[config.mk]
export PLATFORM = sky130hd
export DESIGN_NAME = ddr_test_status
export DESIGN_NICKNAME = d
export VERILOG_FILES = /design/src/rtl/ddr_test_status.sv
export SDC_FILE = /design/constraint.sdc
export NUM_CORES = 1
export LEC_CHECK = 0
export ABC_AREA = 1
export ABC_CLOCK_PERIOD_IN_PS = 2100
export BUFFER_PORTS_ARGS = -buffer_cell sky130_fd_sc_hd__buf_2
export CELL_PAD_IN_SITES_DETAIL_PLACEMENT = 1
export CELL_PAD_IN_SITES_GLOBAL_PLACEMENT = 1
export CORE_MARGIN = 4
export CORE_UTILIZATION = 43
export CTS_CLUSTER_SIZE = 25
export DETAILED_ROUTE_END_ITERATION = 12
export GPL_ROUTABILITY_DRIVEN = 0
export PLACE_DENSITY = 0.77
export SYNTH_ARGS = -nofsm -noshare
export SYNTH_HDL_FRONTEND = slang
export SYNTH_SLANG_ARGS = --single-unit
[constraint.sdc]
create_clock -name memory_clk -period 2.1 [get_ports memory_clk]
set_clock_uncertainty 0.1 [all_clocks]
set_input_delay 0 -clock memory_clk [delete_from_list [all_inputs] [get_ports memory_clk]]
set_output_delay 0 -clock memory_clk [all_outputs]
set_load 0.05 [all_outputs]
[src/rtl/ddr_test_status.sv]
// Verdict stage behind the DDR traffic checkers: calibration resync, sticky error flags and counters,
// test FSM, status LED and throughput test point. Define STALL_MON_EN to add the app_rdy stall watchdog.
module ddr_test_status #(
  parameter int SETTLE_CYCLES = 256,
  parameter int ERR_CNT_W     = 16,
  parameter int BLINK_SLOW_W  = 24,
  parameter int BLINK_FAST_W  = 21
`ifdef STALL_MON_EN
  , parameter int STALL_LIMIT = 4096
`endif
) (
  input  logic                 memory_clk,
  input  logic                 rst_n,
  input  logic                 init_calib_complete,
  input  logic                 error_int1,
  input  logic                 error_int2,
  input  logic                 app_rdy,
  input  logic                 err_clr,
  output logic                 init_calib_complete_d,
  output logic                 error,
  output logic                 error1,
  output logic                 led,
  output logic                 test_pt,
  output logic [1:0]           state_o,
  output logic [ERR_CNT_W-1:0] err_cnt1,
  output logic [ERR_CNT_W-1:0] err_cnt2
`ifdef STALL_MON_EN
  , output logic               stall
`endif
);

  localparam int SC_W = (SETTLE_CYCLES > 1) ? $clog2(SETTLE_CYCLES) : 1;

  typedef enum logic [1:0] {
    ST_WAIT_CAL = 2'd0,
    ST_SETTLE   = 2'd1,
    ST_RUN      = 2'd2,
    ST_FAIL     = 2'd3
  } state_e;

  state_e                state_q, state_d;
  logic                  sync1_q, sync2_q;
  logic [SC_W-1:0]       settle_cnt_q, settle_cnt_d;
  logic                  error_q, error_d;
  logic                  error1_q, error1_d;
  logic [ERR_CNT_W-1:0]  err_cnt1_q, err_cnt1_d;
  logic [ERR_CNT_W-1:0]  err_cnt2_q, err_cnt2_d;
  logic [BLINK_SLOW_W-1:0] blink_q, blink_d;
  logic                  test_pt_q, test_pt_d;
  logic                  err_live;
  logic                  stall_hit;

`ifdef STALL_MON_EN
  localparam int SL_W = (STALL_LIMIT > 1) ? $clog2(STALL_LIMIT) : 1;
  logic [SL_W-1:0] stall_cnt_q, stall_cnt_d;
  logic            stall_q, stall_d;

  assign stall_hit = (state_q == ST_RUN) && !app_rdy && (stall_cnt_q == SL_W'(STALL_LIMIT - 1));

  always_comb begin
    stall_cnt_d = stall_cnt_q;
    stall_d     = stall_q;
    if (err_clr) begin
      stall_cnt_d = '0;
      stall_d     = 1'b0;
    end else if (state_q != ST_RUN || app_rdy) begin
      stall_cnt_d = '0;
    end else if (stall_hit) begin
      stall_d     = 1'b1;
      stall_cnt_d = '0;
    end else begin
      stall_cnt_d = stall_cnt_q + 1'b1;
    end
  end

  always_ff @(posedge memory_clk or negedge rst_n) begin
    if (!rst_n) begin
      stall_cnt_q <= '0;
      stall_q     <= 1'b0;
    end else begin
      stall_cnt_q <= stall_cnt_d;
      stall_q     <= stall_d;
    end
  end

  assign stall = stall_q;
`else
  assign stall_hit = 1'b0;
`endif

  // Verdict FSM; err_clr overrides every other transition.
  always_comb begin
    state_d      = state_q;
    settle_cnt_d = settle_cnt_q;
    case (state_q)
      ST_WAIT_CAL: begin
        if (sync2_q) begin
          state_d      = ST_SETTLE;
          settle_cnt_d = '0;
        end
      end
      ST_SETTLE: begin
        settle_cnt_d = settle_cnt_q + 1'b1;
        if (!sync2_q) begin
          state_d = ST_WAIT_CAL;
        end else if (settle_cnt_q == SC_W'(SETTLE_CYCLES - 1)) begin
          state_d = ST_RUN;
        end
      end
      ST_RUN: begin
        if (error_int1 || error_int2 || !sync2_q || stall_hit) begin
          state_d = ST_FAIL;
        end
      end
      ST_FAIL: state_d = ST_FAIL;
      default: state_d = ST_WAIT_CAL;
    endcase
    if (err_clr) begin
      state_d = ST_WAIT_CAL;
    end
  end

  assign err_live = (state_q == ST_RUN) || (state_q == ST_FAIL);

  always_comb begin
    error_d    = error_q;
    error1_d   = error1_q;
    err_cnt1_d = err_cnt1_q;
    err_cnt2_d = err_cnt2_q;
    if (err_clr) begin
      error_d    = 1'b0;
      error1_d   = 1'b0;
      err_cnt1_d = '0;
      err_cnt2_d = '0;
    end else if (err_live) begin
      if (error_int1) begin
        error_d = 1'b1;
        if (err_cnt1_q != {ERR_CNT_W{1'b1}}) err_cnt1_d = err_cnt1_q + 1'b1;
      end
      if (error_int2) begin
        error1_d = 1'b1;
        if (err_cnt2_q != {ERR_CNT_W{1'b1}}) err_cnt2_d = err_cnt2_q + 1'b1;
      end
    end
  end

  always_comb begin
    blink_d   = blink_q + 1'b1;
    test_pt_d = test_pt_q ^ (app_rdy && err_live);
  end

  always_ff @(posedge memory_clk or negedge rst_n) begin
    if (!rst_n) begin
      sync1_q      <= 1'b0;
      sync2_q      <= 1'b0;
      state_q      <= ST_WAIT_CAL;
      settle_cnt_q <= '0;
      error_q      <= 1'b0;
      error1_q     <= 1'b0;
      err_cnt1_q   <= '0;
      err_cnt2_q   <= '0;
      blink_q      <= '0;
      test_pt_q    <= 1'b0;
    end else begin
      sync1_q      <= init_calib_complete;
      sync2_q      <= sync1_q;
      state_q      <= state_d;
      settle_cnt_q <= settle_cnt_d;
      error_q      <= error_d;
      error1_q     <= error1_d;
      err_cnt1_q   <= err_cnt1_d;
      err_cnt2_q   <= err_cnt2_d;
      blink_q      <= blink_d;
      test_pt_q    <= test_pt_d;
    end
  end

  always_comb begin
    led = 1'b0;
    case (state_q)
      ST_WAIT_CAL: led = 1'b0;
      ST_SETTLE:   led = 1'b1;
      ST_RUN:      led = blink_q[BLINK_SLOW_W-1];
      ST_FAIL:     led = blink_q[BLINK_FAST_W-1];
      default:     led = 1'b0;
    endcase
  end

  assign init_calib_complete_d = sync2_q;
  assign error                 = error_q;
  assign error1                = error1_q;
  assign err_cnt1              = err_cnt1_q;
  assign err_cnt2              = err_cnt2_q;
  assign test_pt               = test_pt_q;
  assign state_o               = state_q;

endmodule

==> out/metrics.cfg <==
[sta]
fin_crit_ns=1.835
slew_headroom_pct=58.45
rsz0062_at_grt=false
hold_viol=0
finalCritPeriodShare_pct=87.40
finalSetupTns_ns=0
setup-violations-final=0
tightestPinTransition_ns=0.6232
max_freq_mhz=544.8
maxSlewViolCount=0

[floorplan]
die_h_um=102.9
io_pins=46
dieArea_um2=10600
coreArea_um2=8763
die_x_um=102.9
rows=34
initial_utilization_pct=44.23

[logic_synthesis]
async_flop_share_pct=100.0
ys_seq_area_share_pct=45.84
synth_edf_count=0
synth_cell_type_count=31
ys.flop_type=dfrtp_1
synth-seq-cells=71
yosys_warnings=0
avgSynthCellArea_um2=7.768
syn-num-nets=510
synth_area_um2=3876
syn_inst=499

[cells_and_area]
final_cell_mix=159 x nand2_1, 71 x dfrtp_1, 67 x nor2_1
area_delta_synth_final_pct=16.85
fin_nets=569
drive_gt1_share_pct=15.84
insertedDiodeCount=0
final_common_cell=nand2_1
fill_cells=1121
instances_no_fill=670

[clock_tree]
clock-sinks=71
cts_tree=built
postCtsSetupRepairBufs=0
cts_root_buf=clkbuf_8
clk_pin_slew_ns=0.08
insertion_delay_ns=0.34
clockBufferDepth=2
cts_max_level=3
cts-buffers-inserted=9

[hold_path]
hold_path.class=in2reg

[power]
ir_drop_uv=387.7
leakagePower_uw=0.002282
power_density_nw_per_um2=702.7

[critical_path]
cp_slowest_cell=dfrtp_1
cp_cell_sequence=ha_1 -> nand3_2 -> inv_2 -> nand2_2 -> nor2_4 -> nor2_4 -> nor2_4 -> nand2_1 -> nand2_1
critPathLaunchType=flop
worst_setup_path_end_kind=flop
crit_top_cell=nor2_4
cp.arrival_ns=2.00
slowest_delay_ns=0.41
cp_top_family=simple AND/OR/NAND/NOR gates
crit_type=reg2reg
path_buf_inv=1
path_max_fanout=14
required_ns=2.27

[placement]
dpl.cell_count=649
dp_hpwl_um=7266
portBuffers=45

[route]
dr_wl_met3_um=267
topRoutingLayerUsed=met4
drtIter0Drc=66
vias=3497
avgViaCountPerCell=5.219
wl_per_cell_um=14.65
first_pass_iters=4
met1_length_um=4722
routed_wl_um=9815
dr_wl_met2_um=4705
detail-route-antenna-nets=0
drcViolationCount=0

[global_routing]
grt_pass1_wl_um=17220
grt_antenna_before_repair=0
grt_max_degree=26
grt_remaining_overflow=0
grt_pass1_vias=3623
grt_usage_pct=20.52

[flow_run]
max_cap_violations=0

[status]
status=completed

## final timing paths
kind	start	endpoint	slack, ns	cells after the start
min in group asynchronous	rst_n	err_cnt1[14]$_DFFE_PN0P_	0.10	2
worst max-delay path	err_cnt2[0]$_DFFE_PN0P_	err_cnt2[12]$_DFFE_PN0P_	0.26	9
worst min-delay path	error_int1	error$_DFFE_PN0P_	0.07	5
worst max register to register	err_cnt2[0]$_DFFE_PN0P_	err_cnt2[12]$_DFFE_PN0P_	0.26	9
max in group asynchronous	rst_n	err_cnt2[8]$_DFFE_PN0P_	1.02	3
worst min register to register	sync1_q$_DFF_PN0_	init_calib_complete_d$_DFF_PN0_	0.26	0
## state kept, by name, summed over array words and instances (netlist names)
name and flops:
init_calib_complete_d 1, test_pt 1, error 1, err_cnt1 16, blink_q 24, sync1_q 1
error1 1, state_o 2, settle_cnt_q 8, err_cnt2 16
## synthesized netlist by cell type, types with 2 or more instances
master / count / share of area (%)
o21ai_0: 8 / 1.0
xnor2_1: 6 / 1.4
nand4_1: 30 / 4.8
nor2_2: 3 / 0.48
or2_2: 3 / 0.48
nor3_1: 4 / 0.52
dfrtp_1: 71 / 46
nand3b_1: 5 / 0.97
inv_2: 2 / 0.19
nand2_2: 6 / 0.97
nor2_1: 67 / 6.5
nand3_2: 2 / 0.52
nor2_4: 7 / 2.0
ha_1: 4 / 1.3
nand2_1: 159 / 15
o21bai_1: 5 / 0.97
inv_1: 42 / 4.1
xor2_1: 23 / 5.2
nand3_1: 34 / 4.4
buf_6: 2 / 0.58
buf_2: 3 / 0.39
a31oi_1: 2 / 0.32
clkbuf_1: 3 / 0.29
## cells by family after synthesis
family                   Yosys count  share of synthesized area (%)
adder cells (fa/ha/maj)            4                          1.291
AND/OR/NAND/NOR                  321                          37.25
flip-flops                        71                          45.84
XOR/XNOR                          29                          6.553
buffers and inverters             54                          5.810
AO/OA/AOI/OAI                     20                          3.260
## worst min-delay path, cell delays in order
cell     delay, ns
buf_2         0.09
nand2_1       0.12
inv_1         0.13
nor2_1        0.05
nor2_1        0.08
## cell type report
type | count | area [um^2] | share of cell area (%)
Inverter | 45 | 168.9 | 3.729
Tap cell | 108 | 135.1 | 2.983
Multi-Input combinational cell | 374 | 1874 | 41.38
Clock buffer | 10 | 137.6 | 3.039
Timing Repair Buffer | 57 | 330.3 | 7.293
Sequential cell | 71 | 1777 | 39.23
Clock inverter | 5 | 106.4 | 2.348
## through the flow
stage	area [um^2]	utilization, %	hold slack (ns)	total power, uW	setup WS [ns]
3_3_place_gp	4225	48.22	-0.06065	1844	0.3229
6_report	4529	51.68	0.07275	3183	0.2646
4_1_cts	4529	51.68	0.07019	3215	0.2323
2_1_floorplan	3876	-	-0.3956	1734	0.1812
3_5_place_dp	4225	48.22	-0.04987	1861	0.2690
5_1_grt	4529	51.68	0.1080	3343	0.05963
## routing by layer
metal  track usage (%)  vias to the layer above
li1                  -                     1721
met1             28.09                     1716
met2             33.74                       50
met3             2.909                       10
met4             6.175                        0
met5                 0                        -
## what timing repair did
| action | 4_1_cts | 5_1_grt |
|---|---|---|
| hold endpoints to repair | 28 | 0 |
| hold buffers | 6 | 0 |
| resized for setup | 0 | 0 |
## report_power, final
part | internal [uW] | switching, uW | leakage, uW
registers | 1420 | 49.7 | 0.000966
logic | 98.5 | 269 | 0.00120
clock network | 817 | 531 | 0.000119
total | 2330 | 849 | 0.00228
Power figures use the tool's default switching activity.
